[src/rtl/pll_phase_scanner_pkg.sv]
// Shared types and constants for the PLL phase scanner and its setter-side timing budget.
package pll_phase_scanner_pkg;

  localparam int unsigned PHASE_W = 8;
  localparam int unsigned IDX_W   = 9;

  // Settle time must cover the phase setter's worst-case stepping time.
  localparam int unsigned DEFAULT_SETTLE_CYCLES = 100000;
  localparam int unsigned DEFAULT_WINDOW_CYCLES = 65536;

  typedef enum logic [2:0] {
    StIdle,
    StApply,
    StSettle,
    StMeasure,
    StCompare,
    StFinalApply,
    StFinalSettle,
    StDone
  } state_e;

endpackage

[src/rtl/pll_phase_scanner_score_counter.sv]
// Measurement window timer plus saturating hit counter for one phase step.
module pll_phase_scanner_score_counter
  import pll_phase_scanner_pkg::*;
#(
  parameter int unsigned WINDOW_CYCLES = DEFAULT_WINDOW_CYCLES,
  parameter int unsigned CNT_W         = 16
) (
  input  logic             clk,
  input  logic             rstn,
  input  logic             clear,
  input  logic             enable,
  input  logic             hit,
  output logic [CNT_W-1:0] score,
  output logic             window_done
);

  localparam int unsigned TimerW = (WINDOW_CYCLES > 1) ? $clog2(WINDOW_CYCLES) : 1;

  logic [TimerW-1:0] timer_q, timer_d;
  logic [CNT_W-1:0]  score_q, score_d;

  assign window_done = enable && (timer_q == TimerW'(WINDOW_CYCLES - 1));
  assign score       = score_q;

  always_comb begin
    timer_d = timer_q;
    score_d = score_q;
    if (clear) begin
      timer_d = '0;
      score_d = '0;
    end else if (enable) begin
      timer_d = window_done ? '0 : timer_q + TimerW'(1);
      if (hit && (score_q != '1)) begin
        score_d = score_q + CNT_W'(1);
      end
    end
  end

  always_ff @(posedge clk or negedge rstn) begin
    if (!rstn) begin
      timer_q <= '0;
      score_q <= '0;
    end else begin
      timer_q <= timer_d;
      score_q <= score_d;
    end
  end

endmodule

[src/rtl/pll_phase_scanner.sv]
// Sweeps PLL phase settings, scores each by data-check hits, then re-applies the best phase.
module pll_phase_scanner
  import pll_phase_scanner_pkg::*;
#(
  parameter int unsigned NSTEPS        = 64,
  parameter int unsigned SETTLE_CYCLES = DEFAULT_SETTLE_CYCLES,
  parameter int unsigned WINDOW_CYCLES = DEFAULT_WINDOW_CYCLES,
  parameter int unsigned CNT_W         = 16
) (
  input  logic               clk,
  input  logic               rstn,
  input  logic               start,
  input  logic               clksrc_in,
  input  logic               manual_set,
  input  logic [PHASE_W-1:0] manual_phase,
  input  logic               sample_valid,
  input  logic               sample_ok,
  output logic               update,
  output logic               pll_clksrc,
  output logic [PHASE_W-1:0] pll_phase,
  output logic               busy,
  output logic               done,
  output logic [PHASE_W-1:0] best_phase,
  output logic [CNT_W-1:0]   best_score
);

  localparam int unsigned SettleW = (SETTLE_CYCLES > 1) ? $clog2(SETTLE_CYCLES) : 1;

  state_e               state_q, state_d;
  logic [IDX_W-1:0]     idx_q, idx_d;
  logic [SettleW-1:0]   settle_q, settle_d;
  logic [PHASE_W-1:0]   run_phase_q, run_phase_d;
  logic [CNT_W-1:0]     run_score_q, run_score_d;
  logic                 update_q, update_d;
  logic                 done_q, done_d;
  logic                 clksrc_q, clksrc_d;
  logic [PHASE_W-1:0]   phase_q, phase_d;
  logic [PHASE_W-1:0]   best_phase_q, best_phase_d;
  logic [CNT_W-1:0]     best_score_q, best_score_d;

  logic                 sc_clear, sc_enable, sc_window_done;
  logic [CNT_W-1:0]     sc_score;
  logic                 settle_last;

  assign settle_last = (settle_q == SettleW'(SETTLE_CYCLES - 1));

  pll_phase_scanner_score_counter #(
    .WINDOW_CYCLES (WINDOW_CYCLES),
    .CNT_W         (CNT_W)
  ) u_score_counter (
    .clk         (clk),
    .rstn        (rstn),
    .clear       (sc_clear),
    .enable      (sc_enable),
    .hit         (sample_valid && sample_ok),
    .score       (sc_score),
    .window_done (sc_window_done)
  );

  always_comb begin
    state_d      = state_q;
    idx_d        = idx_q;
    settle_d     = settle_q;
    run_phase_d  = run_phase_q;
    run_score_d  = run_score_q;
    update_d     = 1'b0;
    done_d       = 1'b0;
    clksrc_d     = clksrc_q;
    phase_d      = phase_q;
    best_phase_d = best_phase_q;
    best_score_d = best_score_q;
    sc_clear     = 1'b0;
    sc_enable    = 1'b0;

    unique case (state_q)
      StIdle: begin
        // start takes priority; a simultaneous manual write is dropped
        if (start) begin
          clksrc_d    = clksrc_in;
          idx_d       = '0;
          run_score_d = '0;
          run_phase_d = '0;
          state_d     = StApply;
        end else if (manual_set) begin
          phase_d  = manual_phase;
          update_d = 1'b1;
        end
      end
      StApply: begin
        phase_d  = idx_q[PHASE_W-1:0];
        update_d = 1'b1;
        settle_d = '0;
        state_d  = StSettle;
      end
      StSettle: begin
        sc_clear = 1'b1;
        if (settle_last) begin
          state_d = StMeasure;
        end else begin
          settle_d = settle_q + SettleW'(1);
        end
      end
      StMeasure: begin
        sc_enable = 1'b1;
        if (sc_window_done) begin
          state_d = StCompare;
        end
      end
      StCompare: begin
        // Strict compare so ties keep the earlier (lower) phase.
        if (sc_score > run_score_q) begin
          run_score_d = sc_score;
          run_phase_d = idx_q[PHASE_W-1:0];
        end
        if (idx_q == IDX_W'(NSTEPS - 1)) begin
          state_d = StFinalApply;
        end else begin
          idx_d   = idx_q + IDX_W'(1);
          state_d = StApply;
        end
      end
      StFinalApply: begin
        phase_d  = run_phase_q;
        update_d = 1'b1;
        settle_d = '0;
        state_d  = StFinalSettle;
      end
      StFinalSettle: begin
        if (settle_last) begin
          state_d = StDone;
        end else begin
          settle_d = settle_q + SettleW'(1);
        end
      end
      StDone: begin
        best_phase_d = run_phase_q;
        best_score_d = run_score_q;
        done_d       = 1'b1;
        state_d      = StIdle;
      end
      default: state_d = StIdle;
    endcase
  end

  always_ff @(posedge clk or negedge rstn) begin
    if (!rstn) begin
      state_q      <= StIdle;
      idx_q        <= '0;
      settle_q     <= '0;
      run_phase_q  <= '0;
      run_score_q  <= '0;
      update_q     <= 1'b0;
      done_q       <= 1'b0;
      clksrc_q     <= 1'b0;
      phase_q      <= '0;
      best_phase_q <= '0;
      best_score_q <= '0;
    end else begin
      state_q      <= state_d;
      idx_q        <= idx_d;
      settle_q     <= settle_d;
      run_phase_q  <= run_phase_d;
      run_score_q  <= run_score_d;
      update_q     <= update_d;
      done_q       <= done_d;
      clksrc_q     <= clksrc_d;
      phase_q      <= phase_d;
      best_phase_q <= best_phase_d;
      best_score_q <= best_score_d;
    end
  end

  assign update     = update_q;
  assign done       = done_q;
  assign pll_clksrc = clksrc_q;
  assign pll_phase  = phase_q;
  assign busy       = (state_q != StIdle);
  assign best_phase = best_phase_q;
  assign best_score = best_score_q;

endmodule

[config.mk]
export PLATFORM = sky130hd
export DESIGN_NAME = pll_phase_scanner
export DESIGN_NICKNAME = d
export VERILOG_FILES = /design/src/rtl/pll_phase_scanner_pkg.sv /design/src/rtl/pll_phase_scanner_score_counter.sv /design/src/rtl/pll_phase_scanner.sv
export SDC_FILE = /design/constraint.sdc
export NUM_CORES = 1
export LEC_CHECK = 0
export ABC_AREA = 1
export CAP_MARGIN = 5
export CORE_MARGIN = 8
export CORE_UTILIZATION = 25
export DETAILED_ROUTE_END_ITERATION = 8
export GPL_ROUTABILITY_DRIVEN = 0
export PLACE_DENSITY = 0.5
export SLEW_MARGIN = 20
export SYNTH_ARGS = -nofsm -noshare
export SYNTH_HDL_FRONTEND = slang
export SYNTH_SLANG_ARGS = --single-unit
[constraint.sdc]
create_clock -name clk -period 2.13 [get_ports clk]
set_input_delay 0.426 -clock clk [delete_from_list [all_inputs] [get_ports clk]]
set_output_delay 0.426 -clock clk [all_outputs]
set_load 0.05 [all_outputs]
==> After elaboration in Yosys (flattened, before gate mapping) <==
Index checks and enable logic that the tools add are counted.
{ "op_classes": {"shifts": 0, "reduce_logical": 19, "magnitude_cmp": 1, "mul": 0, "muxes": 32, "bitwise": 0, "add_sub_neg": 4, "n_eq_ne": 20, "n_div": 0} }
{ "ops": {"columns": ["op", "n"], "rows": [
  ["$mux W16", 8],
  ["$pmux W17 S2", 1],
  ["$add A16 B1 Y16 const B", 2],
  ["$mux W8", 4],
  ["$pmux W16 S2", 1],
  ["$pmux W3 S8", 1],
  ["$pmux W8 S3", 1],
  ["$mux W9", 2],
  ["$pmux W9 S2", 1],
  ["$add A17 B1 Y17 const B", 1],
  ["$eq A17 B17 Y1 const B", 1],
  ["$mux W17", 1],
  ["$eq A16 B16 Y1 const B", 1],
  ["$gt A16 B16 Y1", 1],
  ["$ne A16 B16 Y1 const B", 1],
  ["$ne A2 B2 Y1 const B", 8],
  ["$pmux W8 S2", 1],
  ["$mux W3", 5],
  ["$eq A3 B3 Y1 const B", 4],
  ["$add A9 B1 Y9 const B", 1],
  ["$eq A9 B6 Y1 const B", 1],
  ["$reduce_and A3 Y1", 3],
  ["$reduce_bool A2 Y1", 4],
  ["$eq A3 B2 Y1 const B", 2],
  ["10 further kinds", 20]
]} }
{ "word_totals": {"in_bits": 15, "n_memories": 0, "rom_bits": 0, "latchBits": 0, "out_inout_bits": 36, "ramBits": 0, "regBits": 120, "wordCells": 89} }

==> Longest topological paths before layout <==
Gate-level depths: netlist (run 1).
{ "logic_depth": {"word_depth": 6, "depth_mapped": 16, "ltp_nobuf": 15} }

==> By module <==
A second synthesis (run 1) with hierarchy kept.
{ "hier_totals": {"cells_unflattened": 868, "hier_area_um2": 6668.9} }
{ "by_module_without_submodules": {"columns": ["mod", "cells_per_inst", "area_per_inst_um2", "seq_area_each_um2", "instances"], "rows": [
  ["pll_phase_scanner", 585, 4662.0, 2202.1, 1],
  ["pll_phase_scanner_score_counter", 283, 2006.9, 800.8, 1]
]} }

==> Worst setup path after synthesis (run 1) <==
No wires, ideal clock.
{ "synth_path": {"kind": "register -> register", "startpoint": "register state_q[0]", "endpoint": "register idx_q[6]", "arrival_ns": 1.785, "t_required_ns": 2.059, "synth_period_minus_slack_ns": 1.856, "setup_slack_ns": 0.274, "n_path_buf": 0, "stages_incl_launch_ff": 14, "setup_ns": 0.071, "cell_sequence": "dfrtp_1 -> inv_1 -> ha_1 -> inv_1 -> nor2_4 -> inv_1 -> nor2_1 -> inv_1 -> nand3_2 -> inv_2 -> nand2_1 -> nand2_1 -> nand2_1 -> nor2_1"} }
{ "synth_via": {"elab_chain_cells": 3, "elab_cells_between_ends": 7, "classes_between": "eq/ne (3); mux (1); reduce/logical (3)"} }
{ "synth_rtl": {"columns": ["element", "line_no", "rtl"], "rows": [
  ["start, declared", "pll_phase_scanner.sv:29", "state_e state_q, state_d;"],
  ["start signal, assigned", "pll_phase_scanner.sv:147", "state_q <= StIdle;"],
  ["start signal, assigned", "pll_phase_scanner.sv:159", "state_q <= state_d;"],
  ["$eq A3 B3 Y1 or $logic_not A3 Y1 (tied branches)", "pll_phase_scanner.sv:75", "unique case (state_q)"],
  ["$ne A2 B2 Y1 (no line) or $reduce_bool A2 Y1 (tied branches)", null, null],
  ["$reduce_and A3 Y1 (no line)", null, null],
  ["end signal, assigned", "pll_phase_scanner.sv:160", "idx_q <= idx_d;"],
  ["end, declared", "pll_phase_scanner.sv:30", "logic [IDX_W-1:0] idx_q, idx_d;"]
]} }
Several ways; a longest one is shown, not always the timed one.
A chain may end at the register's enable or synchronous reset.

==> Worst setup path in the final report (run 1) <==
{ "layout_path": {"startpoint": "register best_score_q[15], in the netlist best_score[15]", "endpoint": "output port best_score[15]"} }
{ "layout_rtl": {"columns": ["element", "line_no", "rtl"], "rows": [
  ["start, declared", "pll_phase_scanner.sv:39", "logic [CNT_W-1:0] best_score_q, best_score_d;"],
  ["start signal, assigned", "pll_phase_scanner.sv:169", "best_score_q <= best_score_d;"],
  ["end, declared", "pll_phase_scanner.sv:24", "output logic [CNT_W-1:0] best_score"]
]} }
No word-level cell between the ends.

==> results of run 1 <==
per-stage QoR:
stage / utilization / total power, W / hold WS [ns] / setup WS, ns
after floorplan: - / 0.002329 / 0.1304 / 0.2738
after global placement: 0.2941 / 0.002418 / 0.3580 / 0.2062
after detailed placement: 0.2941 / 0.002418 / 0.3569 / 0.1395
after CTS: 0.3196 / 0.005667 / 0.4526 / 0.06175
after global routing: 0.3203 / 0.005759 / 0.4703 / 0.007791
final: 0.3203 / 0.005575 / 0.4569 / 0.09685
flip-flops by register name, indices dropped and copies added, names as in the netlist:
| signal | flops |
|---|---|
| settle_q | 17 |
| best_score | 16 |
| run_score_q | 16 |
| u_score_counter.score | 16 |
| u_score_counter.timer_q | 16 |
| idx_q | 9 |
| best_phase | 8 |
| pll_phase | 8 |
| run_phase_q | 8 |
| state_q | 3 |
| done | 1 |
| pll_clksrc | 1 |
| update | 1 |
repair_timing:
item                                    CTS  global route
resized for setup                         0             1
hold endpoints to repair                 19             0
hold buffers                              1             0
endpoints found under the setup margin    0            14
logic make-up after synthesis:
kind of cell	share of synthesized area
AOI/OAI and AO/OA	0.07688
adders and majority gates	0.04545
and+or+nand+nor	0.3155
muxes	0.001704
xor gates and xnor gates	0.03049
buffers and inverters	0.07555
DFF	0.4545
synth_stat cells:
cell type / count / area share
o21ai_1: 12 / 0.0091
xnor2_1: 7 / 0.0093
nand3b_1: 1 / 0.0011
o21ai_0: 43 / 0.033
a31oi_1: 1 / 0.00095
nor2_8: 1 / 0.0030
o22ai_1: 6 / 0.0057
buf_2: 9 / 0.0068
o21ai_2: 1 / 0.0013
o211ai_1: 1 / 0.0011
nand3_2: 2 / 0.0030
nor4_1: 3 / 0.0028
nor2_2: 2 / 0.0019
inv_1: 90 / 0.051
or2_2: 2 / 0.0019
nor3_1: 21 / 0.016
a21boi_0: 1 / 0.0011
ha_1: 24 / 0.045
buf_4: 4 / 0.0045
buf_1: 1 / 0.00057
clkbuf_1: 10 / 0.0057
nor2_4: 6 / 0.010
a41oi_1: 1 / 0.0013
buf_6: 3 / 0.0051
dfrtp_1: 120 / 0.45
inv_2: 3 / 0.0017
nand2_1: 226 / 0.13
nand4_1: 21 / 0.020
nand3_1: 90 / 0.068
xor2_1: 16 / 0.021
a21o_1: 1 / 0.0011
a221oi_1: 7 / 0.0093
nor2_1: 99 / 0.056
o31ai_1: 1 / 0.0011
a21oi_1: 16 / 0.012
nand2_2: 3 / 0.0028
mux2_2: 1 / 0.0017
cells in the final DEF (no fill, tap or decap), types with 3 or more instances in the layout:
cell,instances
xor2_1,16
nor4_1,3
xnor2_1,7
nor2_2,3
inv_2,3
buf_4,30
buf_12,3
inv_1,90
dfrtp_1,120
nor2_4,7
a221oi_1,7
clkbuf_8,3
a21oi_1,16
o21ai_1,12
clkbuf_16,17
ha_1,24
nand4_1,21
inv_6,4
nand3_1,90
bufinv_16,4
o22ai_1,6
o21ai_0,43
nor3_1,21
clkdlybuf4s50_1,48
nor2_1,99
nand2_2,3
nand2_1,226
cell type report:
| type | instances | area [µm²] | share of cell area |
|---|---|---|---|
| flip-flops and latches | 120 | 3003 | 0.3608 |
| well taps | 335 | 419.2 | 0.05037 |
| clock inverters | 12 | 185.2 | 0.02225 |
| inverters | 93 | 349.1 | 0.04195 |
| multi-input cells | 618 | 3123 | 0.3753 |
| repair buffers | 82 | 775.7 | 0.09322 |
| clock buffers | 20 | 466.7 | 0.05608 |
layer usage:
layer,wire [µm],part of all wire,vias to the layer above,GRT usage
met4,174,0.010,0,0.03307
met1,8327,0.48,2732,0.1461
met3,808,0.047,12,0.02477
met5,0,0,-,0
met2,7962,0.46,114,0.1801
li1,-,-,2948,-
power by group:
part	internal (W)	switching [W]
clock	0.00207	0.00113
combinational	0.0000379	0.0000554
sequential	0.00228	0
total	0.00439	0.00119
worst paths after layout:
kind	slack, ns	from	depth (start not counted)	endpoint
min in group clk	0.49	best_score[11]	2	best_score[11]
min reg2reg	0.49	best_score[11]	2	best_score[11]
max	0.1	best_score[15]	1	best_score[15]
min	0.46	rstn	2	best_phase[3]
max reg2reg	0.20	u_score_counter.score[4]	11	run_score_q[4]
max in group asynchronous	1.07	rstn	3	u_score_counter.timer_q[13]
==> impl_metrics.py, run 1 <==
metrics = {
    "outcome": {
        "status": "complete, no violations",
    },
    "route": {
        "ant_nets": 0,
        "first_iter_violations": 360,
        "via_per_inst": 4.536,
        "wl_um": 17270,
        "firstDrtPassIters": 5,
        "num_vias": 5806,
        "drc": 0,
        "wl_per_cell_um": 13.49,
    },
    "die": {
        "dieArea_mm2": 0.03189,
        "coreArea_mm2": 0.02598,
        "std_cell_rows": 59,
        "io_pins": 51,
        "die_h_um": 178.6,
        "initial_core_util": 0.2543,
        "die_w_um": 178.6,
    },
    "sta": {
        "rsz0062_at_grt": "no",
        "setup_viol": 0,
        "post-route-period-util": 0.9545,
        "max_slew_margin": 0.6160,
        "worst_pin_slew_ns": 0.5759,
        "max_freq_ghz": 0.4918,
        "fin_crit_ns": 2.033,
        "final_hold_viol_count": 0,
        "skew_ns": 0.01336,
        "fin_setup_tns_ns": 0,
        "maxSlewViolCount": 0,
    },
    "yosys": {
        "yosys.cell_types.count": 37,
        "seq_area_frac_synth": 0.4545,
        "avgSynthCellArea_um2": 7.719,
        "netlist_area_mm2": 0.006608,
        "ys_ff_latch": 120,
        "syn_nets": 895,
        "ys_warn_count": 0,
        "syn_inst": 856,
    },
    "clocking": {
        "clk-insertion-delay-late_ns": 0.42,
        "numCtsBuffers": 17,
        "post_cts_buffers": 0,
        "cts_buffer_depth": 2,
        "clock_tree.root_cell": "clkbuf_16",
        "htree_levels": 4,
        "cts_sinks": 120,
        "clk_pin_slew_ns": 0.06,
        "cts_tree": "yes",
    },
    "global_route": {
        "grtUsageTotal": 0.1113,
        "grt_max_degree": 39,
        "grt_pass1_vias": 5643,
        "grt_antenna_before_repair": 0,
        "grt_overflow": 0,
        "grt_pass1_wl_um": 28650,
    },
    "power": {
        "peakVddDrop_mv": 0.4697,
        "power_density_mw_per_mm2": 669.9,
        "p_leak_nw": 3.799,
    },
    "final_layout": {
        "fin_area_mm2": 0.008322,
        "antennaDiodeCount": 0,
        "layout-drive-gt1-share": 0.09312,
        "final_cells": 1280,
        "area_growth_pct": 25.94,
        "fill_cells": 2724,
        "fin_nets": 971,
    },
    "placement": {
        "dp.cells": 1245,
        "port_buffers": 50,
        "place_area_mm2": 0.007642,
        "dp_hpwl_um": 12720,
    },
    "run": {
        "cap_violations": 0,
    },
    "hold_path": {
        "hold_path.class": "input port to async pin",
    },
    "setup_path": {
        "crit_path_top_delay_cell": "clkdlybuf4s50_1",
        "crit_path_end_kind": "primary output",
        "critical_path_buf_inv_count": 1,
        "critPathKind": "flip-flop to primary output",
        "cp-start-kind": "flip-flop",
        "slowest_delay_ns": 0.82,
        "critPathTopFamily": "buffers and inverters",
        "crit_fanout": 2,
        "cp.required_ns": 1.70,
        "path_cells": "clkdlybuf4s50_1",
        "worst_ep_arrival_time_ns": 1.61,
    },
}
Power figures use the tool's default switching activity.
==> run 2, diff against run 1 <==
- DONT_BUFFER_PORTS: default -> 1
- PLACE_DENSITY: 0.5 -> 0.47
==> impl_metrics.py, run 2 (synthesized netlist as in run 1, its figures left out) <==
metrics = {
    "route": {
        "wl_per_cell_um": 14.13,
        "wl_um": 17310,
        "firstDrtPassIters": 7,
        "via_per_inst": 4.602,
        "first_iter_violations": 378,
        "num_vias": 5638,
        "drc": 0,
        "ant_nets": 0,
    },
    "global_route": {
        "grt_pass1_wl_um": 29080,
        "grt_antenna_before_repair": 0,
        "grt_max_degree": 121,
        "grt_overflow": 0,
        "grt_pass1_vias": 5561,
        "grtUsageTotal": 0.1148,
    },
    "power": {
        "power_density_mw_per_mm2": 677.6,
        "p_leak_nw": 3.546,
        "peakVddDrop_mv": 0.5801,
    },
    "placement": {
        "port_buffers": 0,
        "dp_hpwl_um": 12550,
        "place_area_mm2": 0.007094,
    },
    "setup_path": {
        "worst_ep_arrival_time_ns": 1.58,
        "crit_fanout": 4,
        "crit_path_top_delay_cell": "dfrtp_1",
        "rr_worst_depth": 10,
        "critical_path_buf_inv_count": 4,
        "critPathTopFamily": "buffers and inverters",
        "path_cells": "inv_1 > ha_2 > inv_1 > nor2_4 > inv_1 > buf_4",
        "cp.required_ns": 1.70,
        "slowest_delay_ns": 0.42,
        "cp-start-kind": "flip-flop",
        "crit_path_end_kind": "primary output",
        "cp.depth": 6,
        "critPathKind": "flip-flop to primary output",
        "path_common_cell": "inv_1",
    },
    "outcome": {
        "violations": "negative hold slack",
        "status": "finished, violations left",
    },
    "final_layout": {
        "largest_register": "settle_q",
        "fin_nets": 916,
        "area_growth_pct": 16.61,
        "final_common_cell": "nand2_1",
        "fin_area_mm2": 0.007705,
        "layout_common_cells": "226 x nand2_1, 120 x dfrtp_1, 99 x nor2_1, 90 x inv_1, 90 x nand3_1",
        "largest_register_ffs": 17,
        "layout-drive-gt1-share": 0.09438,
        "multi_input_area_mm2": 0.003110,
        "fill_cells": 2839,
        "register_area_mm2": 0.003003,
        "antennaDiodeCount": 0,
    },
    "clocking": {
        "cts_sinks": 120,
        "cts_buffer_depth": 2,
        "clk-insertion-delay-late_ns": 0.43,
        "numCtsBuffers": 17,
        "post_cts_buffers": 0,
        "cts_tree": "yes",
        "clock_tree.root_cell": "clkbuf_16",
        "htree_levels": 4,
        "clk_pin_slew_ns": 0.06,
    },
    "sta": {
        "fin_setup_tns_ns": 0,
        "post-route-period-util": 0.9418,
        "maxSlewViolCount": 0,
        "holdWs_ns": -0.3084,
        "setup_viol": 0,
        "rsz0062_at_grt": "no",
        "fin_crit_ns": 2.006,
        "skew_ns": 0.01571,
        "max_freq_ghz": 0.4985,
        "worst_pin_slew_ns": 0.5640,
        "final_hold_viol_count": 120,
        "max_slew_margin": 0.6240,
    },
    "die": {
        "coreArea_mm2": 0.02598,
        "die_h_um": 178.6,
        "initial_core_util": 0.2543,
        "die_w_um": 178.6,
        "dieArea_mm2": 0.03189,
        "io_pins": 51,
        "std_cell_rows": 59,
    },
    "hold_path": {
        "hold_path.class": "input port to async pin",
    },
    "run": {
        "cap_violations": 0,
    },
}
## run 2: final timing paths
check / start / end / slack, ns
worst max-delay path: state_q[0] / busy / 0.12
min in group clk: clksrc_in / pll_clksrc / 0.15
worst min-delay path: rstn / best_phase[3] / -0.31
worst max register to register: u_score_counter.score[0] / u_score_counter.score[7] / 0.19
max in group asynchronous: rstn / u_score_counter.timer_q[13] / 2.29
worst min register to register: run_score_q[2] / run_score_q[2] / 0.51
## run 2: cell type report
type,instances,share of cell area
sequential,120,0.3897
clock inverter,14,0.02111
tap,335,0.05440
timing repair buffer,29,0.02874
clock buffer,18,0.05700
multi-input combinational,616,0.4037
inverter,93,0.04531
## run 2: stage by stage
| step | util | worst slack [ns] | total power [W] | hold slack [ns] | instances |
|---|---|---|---|---|---|
| after floorplan | - | 0.2738 | 0.002329 | 0.1304 | 856 |
| after global placement | 0.2730 | 0.1239 | 0.002329 | 0.1357 | 1193 |
| after detailed placement | 0.2730 | 0.1643 | 0.002329 | 0.1349 | 1193 |
| after CTS | 0.2962 | 0.08045 | 0.005323 | -0.3316 | 1225 |
| after global routing | 0.2965 | 0.02215 | 0.005431 | -0.3363 | 1225 |
| final | 0.2965 | 0.1240 | 0.005221 | -0.3084 | 1225 |
## run 2: where the power goes
part | total [W] | internal, W | switching (W)
registers | 0.00228 | 0.00228 | 0
clock network | 0.00293 | 0.00178 | 0.00115
logic | 0.00000739 | 0.00000505 | 0.00000234
total | 0.00522 | 0.00407 | 0.00115
## run 2: routing by layer
layer	wire length, µm	vias to the layer above	GRT usage
met5	0	-	0
li1	-	2837	-
met2	7733	119	0.1736
met3	920	16	0.03218
met4	268	0	0.03755
met1	8388	2666	0.1552
## run 2: what timing repair did
item / CTS / global route
gates resized for setup: 0 / 3
endpoints found under the hold margin: 120 / 120
setup endpoints to repair: 0 / 7
==> run 3, diff against run 2 <==
- CORE_UTILIZATION: 25 -> 48
- PLACE_DENSITY: 0.47 -> 0.72
==> impl_metrics.py, run 3 (synthesized netlist as in run 1, its figures left out) <==
metrics = {
    "global_route": {
        "top_usage_layer": "met2",
        "grt_pass1_wl_um": 26170,
        "gr-usage-met1": 0.2388,
        "grt_overflow": 0,
        "grt_antenna_before_repair": 0,
        "grt_pass1_vias": 5308,
        "use_met2": 0.2776,
        "grt_use_met3": 0.05120,
        "grt_max_degree": 121,
        "grtUsageTotal": 0.1814,
    },
    "final_layout": {
        "final_common_cell": "nand2_1",
        "area_growth_pct": 12.80,
        "final_cells": 1067,
        "layout-drive-gt1-share": 0.08681,
        "fill_cells": 1262,
        "antennaDiodeCount": 0,
        "largest_register": "settle_q",
        "largest_register_ffs": 17,
        "layout_common_cells": "226 x nand2_1, 120 x dfrtp_1, 98 x nor2_1, 90 x inv_1, 90 x nand3_1",
        "fin_util": 0.5454,
        "fin_area_mm2": 0.007453,
        "fin_nets": 913,
    },
    "sta": {
        "skew_ns": 0.008274,
        "maxSlewViolCount": 0,
        "fin_crit_ns": 1.985,
        "worst_pin_slew_ns": 0.5532,
        "setup_viol": 0,
        "max_slew_margin": 0.6311,
        "post-route-period-util": 0.9321,
        "holdWs_ns": -0.3042,
        "final_hold_viol_count": 120,
        "max_freq_ghz": 0.5037,
        "rsz0062_at_grt": "no",
        "fin_setup_tns_ns": 0,
    },
    "die": {
        "io_pins": 51,
        "initial_core_util": 0.4835,
        "die_w_um": 133.3,
        "std_cell_rows": 43,
        "dieArea_mm2": 0.01778,
        "die_h_um": 133.3,
        "coreArea_mm2": 0.01367,
    },
    "clocking": {
        "cts_buffer_depth": 2,
        "htree_levels": 4,
        "clk_pin_slew_ns": 0.06,
        "numCtsBuffers": 17,
        "cts_tree": "yes",
        "cts_sinks": 120,
        "post_cts_buffers": 0,
        "clock_tree.root_cell": "clkbuf_16",
        "clk-insertion-delay-late_ns": 0.43,
    },
    "outcome": {
        "status": "finished, violations left",
        "violations": "negative hold slack",
    },
    "power": {
        "peakVddDrop_mv": 0.5420,
        "p_leak_nw": 3.512,
        "power_density_mw_per_mm2": 672.9,
    },
    "route": {
        "num_vias": 5612,
        "wl_um": 15290,
        "wl_per_cell_um": 14.33,
        "firstDrtPassIters": 5,
        "drc": 0,
        "first_iter_violations": 614,
        "ant_nets": 0,
        "via_per_inst": 5.260,
    },
    "setup_path": {
        "cp-start-kind": "flip-flop",
        "critPathKind": "flip-flop to primary output",
        "crit_path_end_kind": "primary output",
        "crit_fanout": 4,
        "worst_ep_arrival_time_ns": 1.56,
        "cp.required_ns": 1.70,
        "reg2reg_slack_ns": 0.23,
    },
    "placement": {
        "place_area_mm2": 0.006890,
        "dp_hpwl_um": 10740,
        "dp.cells": 1035,
        "port_buffers": 0,
    },
    "run": {
        "cap_violations": 0,
    },
    "hold_path": {
        "hold_path.class": "input port to async pin",
    },
}
[run 3: cell count changes in the layout (fill, tap and decap cells not counted), moves of 2 or more]
| cell | change |
|---|---|
| clkbuf_1 | +3 |
| clkinv_2 | +2 |
| ha_2 | -2 |
| clkinvlp_4 | +2 |
| clkinv_4 | -2 |
| buf_4 | -3 |
| ha_1 | +2 |
| inv_6 | -5 |
[run 3: worst paths after layout]
| check | from | to | cells past startpoint |
|---|---|---|---|
| hold / removal | rstn | settle_q[12] | 0 |
| min in group clk | clksrc_in | pll_clksrc | 1 |
| max in group asynchronous | rstn | run_score_q[10] | 0 |
| setup reg to reg | state_q[0] | idx_q[6] | 11 |
| setup / recovery | state_q[0] | busy | 6 |
| hold reg to reg | run_score_q[6] | run_score_q[6] | 2 |
[run 3: timing repair]
| action | CTS | global route |
|---|---|---|
| endpoints found under the hold margin | 120 | 120 |
| gates resized for setup | 0 | 1 |
| setup endpoints to repair | 0 | 1 |
[run 3: layer usage]
| metal | up-vias | share of wire |
|---|---|---|
| met4 | 0 | 0.018 |
| li1 | 2825 | - |
| met3 | 25 | 0.058 |
| met2 | 146 | 0.46 |
| met1 | 2616 | 0.46 |
| met5 | - | 0 |
[run 3: cell type report]
type | count | area, µm² | area share
inverter | 93 | 349.1 | 0.04684
multi-input combinational | 616 | 3108 | 0.4170
tap | 180 | 225.2 | 0.03022
clock buffer | 22 | 464.2 | 0.06228
timing repair buffer | 26 | 207.7 | 0.02787
sequential | 120 | 3003 | 0.4029
clock inverter | 10 | 96.34 | 0.01293
[run 3: power breakdown]
part / internal, W / switching (W)
combinational: 0.00000505 / 0.00000213
sequential: 0.00228 / 0
clock: 0.00166 / 0.00106
[run 3: critical path: stages, from the launching register on]
cell and delay, ns:
dfrtp_1 0.41, inv_1 0.09, ha_1 0.20, inv_1 0.08, nor2_4 0.11, inv_1 0.06, buf_4 0.19
[run 3: metrics by stage]
stage	power, W	worst slack (ns)
6_report	0.005016	0.1446
3_5_place_dp	0.002329	0.2466
2_1_floorplan	0.002329	0.2738
5_1_grt	0.005157	0.02135
3_3_place_gp	0.002329	0.2865
4_1_cts	0.005054	0.1289
